<file path="src/rtl/sctrl_ring_pkg.sv">
// Shared types and helpers for the synchronous control ring: stage state
// encoding, the stage-count ceiling and a popcount used for occupancy.
package sctrl_pkg;

    localparam int NSTAGE_MAX = 32;
    localparam int OCC_MAX_W  = $clog2(NSTAGE_MAX + 1);

    typedef enum logic [1:0] {
        EMPTY,
        WAIT,
        READY
    } stage_state_e;

    function automatic logic [OCC_MAX_W-1:0] popcount(input logic [NSTAGE_MAX-1:0] v);
        logic [OCC_MAX_W-1:0] n;
        n = '0;
        for (int i = 0; i < NSTAGE_MAX; i++) begin
            n = n + OCC_MAX_W'(v[i]);
        end
        return n;
    endfunction

endpackage

</file>
<file path="src/rtl/sctrl_ring_stage.sv">
// One ring stage: token-present state, hop-delay down-counter, ready decode
// and the one-cycle capture pulse that stands in for the stage's aclk.
module sctrl_stage
    import sctrl_pkg::*;
#(
    parameter int DLY_W     = 4,
    parameter bit INIT_FULL = 1'b0
) (
    input  logic             clk,
    input  logic             rst,
    input  logic             run,
    input  logic             stall,
    input  logic [DLY_W-1:0] delay,
    input  logic             prev_ready,
    input  logic             next_full,
    output logic             full,
    output logic             ready,
    output logic             fire
);

    stage_state_e     state;
    logic [DLY_W-1:0] cnt;
    logic             take;
    logic             give;

    assign full  = (state != EMPTY);
    assign ready = (state == READY) && !stall && run;

    // Both handshake terms look only at registered state, so a stage never
    // vacates and refills in one cycle and no combinational loop closes.
    assign take  = prev_ready && (state == EMPTY);
    assign give  = ready && !next_full;

    // NOTE: every register here uses <= so all stages see the pre-edge
    // state of their neighbours; a blocking assignment would let one stage's
    // update leak into the next stage's decision within the same edge.
    always_ff @(posedge clk) begin
        if (rst) begin
            state <= INIT_FULL ? READY : EMPTY;
            cnt   <= '0;
            fire  <= 1'b0;
        end else begin
            fire <= 1'b0;
            case (state)
                EMPTY: begin
                    if (take) begin
                        cnt   <= delay;
                        state <= (delay == '0) ? READY : WAIT;
                        fire  <= 1'b1;
                    end
                end
                WAIT: begin
                    // Counting ignores run and stall; only the departure is gated.
                    cnt <= cnt - 1'b1;
                    if (cnt == DLY_W'(1)) begin
                        state <= READY;
                    end
                end
                READY: begin
                    if (give) begin
                        state <= EMPTY;
                    end
                end
                default: state <= EMPTY;
            endcase
        end
    end

endmodule

</file>
<file path="src/rtl/sctrl_ring.sv">
// Synchronous token ring replacing the self-timed WCHB control ring.
// Optional idle watchdog enabled with `define SCTRL_RING_DEADLOCK_DET_EN.
module sctrl_ring
    import sctrl_pkg::*;
#(
    parameter int                NSTAGE    = 6,
    parameter int                DLY_W     = 4,
    parameter logic [NSTAGE-1:0] INIT_MASK = NSTAGE'(1)
`ifdef SCTRL_RING_DEADLOCK_DET_EN
    ,
    parameter int                DL_TIMEOUT = 256
`endif
) (
    input  logic                          clk,
    input  logic                          rst,
    input  logic                          i_run,
    input  logic [NSTAGE-1:0]             i_stall,
    input  logic [NSTAGE*DLY_W-1:0]       i_delay,
    output logic [NSTAGE-1:0]             o_fire,
    output logic [NSTAGE-1:0]             o_full,
    output logic [$clog2(NSTAGE+1)-1:0]   o_occupancy
`ifdef SCTRL_RING_DEADLOCK_DET_EN
    ,
    output logic                          o_deadlock
`endif
);

    localparam int OCC_W = $clog2(NSTAGE + 1);

    if (NSTAGE < 2 || NSTAGE > NSTAGE_MAX) begin : g_bad_nstage
        $fatal(1, "sctrl_ring: NSTAGE=%0d outside 2..%0d", NSTAGE, NSTAGE_MAX);
    end

    logic [NSTAGE-1:0] full;
    logic [NSTAGE-1:0] ready;
    logic [NSTAGE-1:0] fire;

    for (genvar i = 0; i < NSTAGE; i++) begin : g_stage
        localparam int PREV = (i == 0) ? NSTAGE - 1 : i - 1;
        localparam int NEXT = (i == NSTAGE - 1) ? 0 : i + 1;

        sctrl_stage #(
            .DLY_W     (DLY_W),
            .INIT_FULL (INIT_MASK[i])
        ) u_stage (
            .clk        (clk),
            .rst        (rst),
            .run        (i_run),
            .stall      (i_stall[i]),
            .delay      (i_delay[i*DLY_W +: DLY_W]),
            .prev_ready (ready[PREV]),
            .next_full  (full[NEXT]),
            .full       (full[i]),
            .ready      (ready[i]),
            .fire       (fire[i])
        );
    end

    assign o_fire      = fire;
    assign o_full      = full;
    // Decoded from the registered full bits, so it equals popcount(INIT_MASK)
    // straight out of reset and stays there while tokens circulate.
    assign o_occupancy = OCC_W'(popcount(NSTAGE_MAX'(full)));

`ifdef SCTRL_RING_DEADLOCK_DET_EN
    localparam int IDLE_W = $clog2(DL_TIMEOUT + 1);

    logic [IDLE_W-1:0] idle_cnt;
    logic [IDLE_W-1:0] idle_nxt;

    assign idle_nxt = idle_cnt + 1'b1;

    always_ff @(posedge clk) begin
        if (rst) begin
            idle_cnt   <= '0;
            o_deadlock <= 1'b0;
        end else if (|fire || !i_run) begin
            idle_cnt <= '0;
        end else if (!o_deadlock) begin
            idle_cnt <= idle_nxt;
            if (idle_nxt == IDLE_W'(DL_TIMEOUT)) begin
                o_deadlock <= 1'b1;
            end
        end
    end
`endif

endmodule

</file>
<file path="config.mk">
export PLATFORM = sky130hd
export DESIGN_NAME = sctrl_ring
export DESIGN_NICKNAME = d
export VERILOG_FILES = /design/src/rtl/sctrl_ring_pkg.sv /design/src/rtl/sctrl_ring_stage.sv /design/src/rtl/sctrl_ring.sv
export SDC_FILE = /design/constraint.sdc
export NUM_CORES = 1
export LEC_CHECK = 0
export CAP_MARGIN = 20
export CORE_UTILIZATION = 52
export CTS_CLUSTER_SIZE = 40
export DETAILED_ROUTE_END_ITERATION = 10
export PLACE_DENSITY = 0.87
export SLEW_MARGIN = 30
export SYNTH_ARGS = -nofsm -noshare
export SYNTH_HDL_FRONTEND = slang
export SYNTH_SLANG_ARGS = --single-unit
</file>
<file path="constraint.sdc">
create_clock -name clk -period 3.7 [get_ports clk]
set_input_delay 0.74 -clock clk [delete_from_list [all_inputs] [get_ports clk]]
set_output_delay 0.74 -clock clk [all_outputs]
set_load 0.03 [all_outputs]
</file>
==> results of run 1 <==
power by group:
group          total [mW]  switching (mW)  leakage, nW  internal (mW)
clock               0.372           0.171       0.0514          0.201
sequential          0.467         0.00649        0.340          0.460
combinational       0.150          0.0758        0.779         0.0744
total               0.989           0.253         1.17          0.736
cell families after synthesis:
kind of cell / after synthesis / share of synthesized area, %
xor+xnor: 2 / 0.664
flops: 42 / 31.9
simple gates: 104 / 24.0
buf+inv: 62 / 11.2
mux: 1 / 0.380
fa+ha+maj: 16 / 8.44
compound gates: 97 / 23.4
stage by stage:
step | worst slack [ps] | instance area (sq um)
2_1_floorplan | 315 | 2640
3_3_place_gp | 116 | 3090
3_5_place_dp | 105 | 3090
4_1_cts | 50.9 | 3200
5_1_grt | 5.94 | 3200
6_report | 102 | 3200
path summary, 6_finish.rpt:
kind	to	slack, ps	cells after the start
worst max-delay path	o_occupancy[1]	100	8
worst min-delay path	g_stage[2].u_stage.cnt[3]$_SDFFE_PP0P_	530	2
worst max register to register	g_stage[0].u_stage.cnt[2]$_SDFFE_PP0P_	2110	5
worst min register to register	g_stage[2].u_stage.cnt[3]$_SDFFE_PP0P_	530	2
flip-flops by register name, indices dropped and copies added, names as in the netlist:
signal                 cells
g_stage.u_stage.cnt       24
g_stage.u_stage.state     12
g_stage.u_stage.fire       6
routing by layer:
layer  share of wire, %  track usage, %  vias up  wire (um)
met3                5.9            6.22        7        348
li1                   -               -     1217          -
met4                1.2            9.80        0         70
met2                 46            40.1       73       2690
met1                 47            30.6     1118       2780
met5                  0               0        -          0
worst min-delay path: cells and delay by family, from the launching register on:
kind	cells	cell delay [ps]
simple gates	1	70
flops	1	320
compound gates	1	80
cell type report:
| class | count | share of cell area (%) |
|---|---|---|
| clock inverter | 2 | 1.17 |
| multi-input combinational | 220 | 46.9 |
| timing repair buffer | 57 | 16.9 |
| clock buffer | 6 | 2.27 |
| sequential | 42 | 26.3 |
| tap | 67 | 2.62 |
| inverter | 33 | 3.87 |
cell usage in the layout (no fill, tap or decap), types with 2 or more instances in the layout:
master,instances
fa_1,3
ha_1,13
buf_4,10
a31oi_1,8
nand2_1,8
nand4_1,2
clkdlybuf4s50_1,44
o21ai_0,20
nor4_1,5
or2_1,3
xnor2_1,2
or4_1,2
a21oi_1,33
o311a_1,3
or2_2,2
a221oi_1,2
nor3_1,13
a311oi_1,2
nand4bb_1,3
nand3_1,5
nor4b_1,2
clkbuf_8,5
nor3b_1,6
or3_1,4
a22o_1,2
a221o_1,2
nor2_1,33
o21ai_1,4
o32ai_1,2
a211oi_1,5
nor2b_1,4
nand4bb_4,2
inv_1,33
o221ai_1,3
dfxtp_1,42
o211ai_1,2
==> metrics.md, run 1 <==
| Metric | Value |
|---|---|
| Starting Density | between 50 and 60% |
| Post-DP HPWL | approximately 4300 um |
| Worst Setup Path Type | reg2out |
| RR Startpoint | g_stage[5].u_stage.state[0]$_SDFFE_PP0P_ |
| P per Cell Area | ~310 nW/um^2 |
| Reg clk slew, reported paths | around 80 ps |
| Share of the yosys chip area belonging to registers | a little under a third |
| Post-layout power | between 0.9 and 1 mW |
| RSZ-0062 raised after global routing | false |
| Synth cell count leaders | dfxtp_1 (42), nor2_1 (34), a21oi_1 (33), inv_1 (33), o21ai_0 (20) |
| Hold Vio Cnt, Final | 0 |
| Hold Path Origin | g_stage[2].u_stage.cnt[3]$_SDFFE_PP0P_ |
| Final setup viols | 0 |
| Fill count | ~420 |
| GRT Resource Usage Total | about a quarter |
| Critical Path End Type | output pin |
| Setup TNS | 0 ps |
| Die Y | roughly 73 um |
| Die width | about 73 um |
| Async SR Flop Fraction | 0% |
| Site Rows | 25 |
| Placed Cells | 419 |
| Avg WL per Cell | between 10 and 15 um |
| Setup bufs post-CTS | 0 |
| Most used cell, CP | fa_1 |
| Post-cts sizing count | 4 |
| Drt drc | 0 |
| Multi-input combinational cell area | around 1500 sq um |
| 1st-iter DRT viols | approximately 160 |
| CP bufs+invs | 3 |
| Clock Sink Count | 42 |
| CTS Buf Count | 5 |
| Antenna-violating nets left | 0 |
| Final Util | 66.5% |
| Number of global-route vias before repair | ~2300 |
| Fin nets | 408 |
| Status | completed |
| Yosys top cell area share | 31.9% |
| Fraction of layout cells with a size suffix above 1 | 8.06% |
| Top cells by area, synth | dfxtp_1 (32%), a21oi_1 (6.3%), ha_1 (6.2%) |
| FF+latch count, synth | 42 |
| Die ar. | between 5000 and 6000 sq um |
| Fmax | approximately 280 MHz |
| Syn_area_per_cell | about 8 sq um |
| FF/Latch Area | about 840 sq um |
| CP Launch Type | flip-flop |
| Final Skew | 9.52 ps |
| Clock latency on the worst-skew pair | roughly 310 ps |
| Top-Level Pins | 48 |
| Top Family by Delay on Critical Path | adder cells |
| First-pass GRT wire length | about 10000 um |
| Post-synth EDFFs | 0 |
| Hold slack | 526 ps |
| Max-slew violations | 0 |
| CTS tree | built |
| HP Class | reg2reg |
| Cells after Synth | 324 |
| DRT Wirelength | about 5900 um |
| Largest net degree at the start of global routing | 22 |
| Cell Count, Final, Fillers Out | approximately 430 |
| Crit-path cells | or2_1 > fa_1 > inv_1 > fa_1 > inv_1 > ha_1 > fa_1 > buf_6 |
| Yosys warns | 0 |
| Vias/cell | about 5.7 |
| Initial antenna violation count | 0 |
| Ant. Diodes | 0 |
| Setup crit start | g_stage[0].u_stage.state[0]$_SDFFE_PP0P_ |
| Placeable Area | slightly below 5000 sq um |
| Syn nets | approximately 370 |
| Count of input and output buffers | 47 |
| Syn Std Cell Area | ~2600 sq um |
| CP peak stage delay | between 500 and 600 ps |
| Area delta synth->final | 21.4% |
| Max Cap Viol | 0 |
| Static Leakage | roughly 1.2 nW |
| Root Driver | clkbuf_8 |
| CP max FO | 2 |
| Req. time, crit path | ~3000 ps |
| Hold_buf cts | 0 |
| Gr ovfl total | 0 |
| Most frequent cell after synthesis | dfxtp_1 |
| Via count | 2415 |
| H-tree levels | 2 |
| Most used DFF post-synth | dfxtp_1 |
| VDD IR max | 0.214 mV |
| Tcrit/Tclk final | 97.2% |
| Clk buf depth | 2 |
| Unique masters post-synth | 57 |
| GP Congestion | around 0.88 |
| Min Clock Period, post-route | 3600 ps |
| Worst Tran Pin Value | around 620 ps |
| Worst Path Arrival | between 2000 and 3000 ps |
| First-pass DRT Iterations | 4 |
| Largest area contributor in the netlist | dfxtp_1 |
| Slowest-stage cell, CP | fa_1 |
| Worst slew margin | 58.2% |
(Power assumes the default switching activity.)
==> run 2, diff against run 1 <==
--- a/config.mk
+++ b/config.mk
@@ -9,8 +9,10 @@
 export CORE_UTILIZATION = 52
 export CTS_CLUSTER_SIZE = 40
 export DETAILED_ROUTE_END_ITERATION = 10
-export PLACE_DENSITY = 0.87
+export PLACE_DENSITY = 0.88
 export SLEW_MARGIN = 30
 export SYNTH_ARGS = -nofsm -noshare
 export SYNTH_HDL_FRONTEND = slang
+export SYNTH_HIERARCHICAL = 1
 export SYNTH_SLANG_ARGS = --single-unit
+export TNS_END_PERCENT = 30
==> metrics.md, run 2 <==
| Metric | Value |
|---|---|
| Status | completed |
| Site Rows | 24 |
| Setup TNS | 0 ps |
| Root Driver | clkbuf_8 |
| Share of the yosys chip area belonging to registers | between 30% and 40% |
| Leading cell type in the layout, fill and taps excluded | clkdlybuf4s50_1 |
| Number of global-route vias before repair | between 2000 and 2500 |
| Clock Sink Count | between 40 and 50 |
| Worst Setup Path Type | reg2out |
| Async SR Flop Fraction | 0% |
| Register with the most flip-flops | g_stage.u_stage/cnt |
| Ant. Diodes | 0 |
| Worst slew margin | ~40% |
| 1st-iter DRT viols | 159 |
| First-pass DRT Iterations | 4 |
| P_sw | 0.267 mW |
| Largest area contributor in the netlist | dfxtp_1 |
| Min Clock Period, post-route | between 3000 and 4000 ps |
| RR Startpoint | g_stage[0].u_stage/state[0]$_SDFFE_PP0P_ |
| Via count | ~2300 |
| Worst Tran Pin Value | ~900 ps |
| Reg clk slew, reported paths | 80 ps |
| Syn_area_per_cell | just under 9 sq um |
| Final Skew | 3.64 ps |
| Post-DP HPWL | between 4000 and 5000 um |
| Commonest non-fill, non-tap cells in the layout | clkdlybuf4s50_1 (44), dfxtp_1 (42), nor2_1 (23) |
| Yosys top cell area share | between 30% and 40% |
| Tcrit/Tclk final | between 90% and 100% |
| Fraction of layout cells with a size suffix above 1 | about a tenth |
| Yosys warns | 6 |
| Unique masters post-synth | 34 |
| Clock power frac | 31.4% |
| Placeable Area | 4410 sq um |
| Gr ovfl total | 0 |
| Antenna-violating nets left | 0 |
| Post-layout power | 0.980 mW |
| Synth cell count leaders | dfxtp_1 (42), nor2_1 (23), inv_1 (21), a211oi_1 (18) |
| HP Class | reg2reg |
| Fin nets | around 380 |
| Die Y | 70.3 um |
| Count of input and output buffers | between 40 and 50 |
| Reg2reg end | g_stage[1].u_stage/cnt[0]$_SDFFE_PP0P_ |
| H-tree levels | 2 |
| Syn Std Cell Area | about 2400 sq um |
| Req. time, crit path | between 2000 and 3000 ps |
| Cell Count, Final, Fillers Out | 385 |
| RSZ-0062 raised after global routing | false |
| Final worst slack | roughly 130 ps |
| Hold Vio Cnt, Final | 0 |
| Initial antenna violation count | 0 |
| Die ar. | 4940 sq um |
| CTS tree | built |
| Worst reg-to-reg setup slack | 1720 ps |
| Hold Path Depth | 2 |
| GRT Resource Usage Total | about 24% |
| Fmax | between 200 and 300 MHz |
| Clk buf depth | 2 |
| Sw Share | about 27% |
| Clock latency on the worst-skew pair | approximately 300 ps |
| P per Cell Area | about 320 nW/um^2 |
| Max FFs per register | 24 |
| Static Leakage | between 1 and 1.5 nW |
| Placed Cells | ~380 |
| R2R cell count | 5 |
| Setup crit start | g_stage[3].u_stage/state[1]$_SDFFE_PP0P_ |
| Biggest regs | g_stage.u_stage/cnt x24, g_stage.u_stage/state x12, g_stage.u_stage/fire x6 |
| Avg WL per Cell | 14.2 um |
| CTS Buf Count | 5 |
| Cells after Synth | 276 |
| Starting Density | a little over half |
| Top cells by area, synth | dfxtp_1 (35%), ha_1 (6.7%), a211oi_1 (5.6%) |
| CP max FO | 8 |
| Flop pwr share | between 40% and 50% |
| GP Congestion | 0.875 |
| Max-slew violations | 0 |
| Drt drc | 0 |
| Final setup viols | 0 |
| Die width | ~70 um |
| Max Cap Viol | 0 |
| Most used DFF post-synth | dfxtp_1 |
| Most frequent cell after synthesis | dfxtp_1 |
| VDD IR max | ~0.27 mV |
| Vias/cell | between 5 and 6 |
| Placement Setup Slack | slightly above 100 ps |
| Area delta synth->final | 27.0% |
| Critical Path End Type | output pin |
| Largest net degree at the start of global routing | 24 |
| CP Launch Type | flip-flop |
| Worst Path Arrival | roughly 2800 ps |
| First-pass GRT wire length | approximately 9500 um |
| Top-Level Pins | 48 |
| Hold slack | 500 ps |
| Post-synth EDFFs | 0 |
| DRT Wirelength | roughly 5500 um |
| Syn nets | 325 |
| FF+latch count, synth | 42 |
| Hold_buf cts | 0 |
| Min-Delay Endpoint | g_stage[0].u_stage/cnt[1]$_SDFFE_PP0P_ |
| Combinational share of power | between 15 and 20% |
| Hold Path Origin | g_stage[0].u_stage/cnt[1]$_SDFFE_PP0P_ |
| P_int | ~0.71 mW |
-- run 2: worst max-delay path by stage --
stage / endpoint / slack, ps
2_1_floorplan: o_occupancy[1] / 180
3_3_place_gp: o_occupancy[2] / 140
3_5_place_dp: o_occupancy[2] / 100
4_1_cts: o_occupancy[2] / 3
5_1_grt: o_occupancy[1] / 50
6_report: o_occupancy[1] / 130
-- run 2: final cells by class --
class / count / area [sq um]
clock buffer: 7 / 86.3
clock inverter: 1 / 5.00
fill: 361 / 1340
inverter: 21 / 78.8
multi-input combinational: 206 / 1470
sequential: 42 / 841
tap: 52 / 65.1
timing repair buffer: 56 / 529
-- run 2: logic make-up after synthesis --
logic type | after synthesis | synth area share (%)
flops | 42 | 34.7
compound gates | 78 | 23.9
buf+inv | 28 | 4.60
fa+ha+maj | 16 | 9.19
simple gates | 112 | 27.6
-- run 2: timing repair --
action / in CTS / in global routing
resized for setup: 2 / 2
buffers inserted: 0 / 0
setup endpoints to repair: 2 / 1
-- run 2: power groups by stage --
stage	registers, mW	logic (mW)	clock network (mW)
2_1_floorplan	0.488	0.104	0
3_3_place_gp	0.486	0.194	0
3_5_place_dp	0.487	0.198	0
4_1_cts	0.477	0.196	0.313
5_1_grt	0.479	0.213	0.332
6_report	0.477	0.195	0.308
-- run 2: stage by stage --
stage	instance area (sq um)	utilization, %
2_1_floorplan	2420	-
3_3_place_gp	2990	67.7
3_5_place_dp	2990	67.7
4_1_cts	3080	69.8
5_1_grt	3080	69.7
6_report	3080	69.7
-- run 2: layer usage --
metal	part of all wire, %	global-route usage [%]	vias to the layer above	wire length, um
met1	48	31.8	1074	2600
met4	1.7	9.33	0	94
met3	3.5	4.47	9	194
met5	0	0	-	0
li1	-	-	1136	-
met2	47	38.6	50	2580
-- run 2: critical path: stages (launching register included) --
cell	delay [ps]
dfxtp_1	360
or2_2	300
inv_1	80
fa_1	430
fa_1	490
inv_1	40
ha_1	180
fa_1	490
buf_4	160
==> run 3, diff against run 2 <==
--- a/config.mk
+++ b/config.mk
@@ -6,9 +6,11 @@
 export NUM_CORES = 1
 export LEC_CHECK = 0
 export CAP_MARGIN = 20
+export CORE_MARGIN = 1
 export CORE_UTILIZATION = 52
 export CTS_CLUSTER_SIZE = 40
 export DETAILED_ROUTE_END_ITERATION = 10
+export GPL_ROUTABILITY_DRIVEN = 0
 export PLACE_DENSITY = 0.88
 export SLEW_MARGIN = 30
 export SYNTH_ARGS = -nofsm -noshare
==> results of run 3 <==
Same layout as run 2: the final DEF is identical, and so are final timing and power.
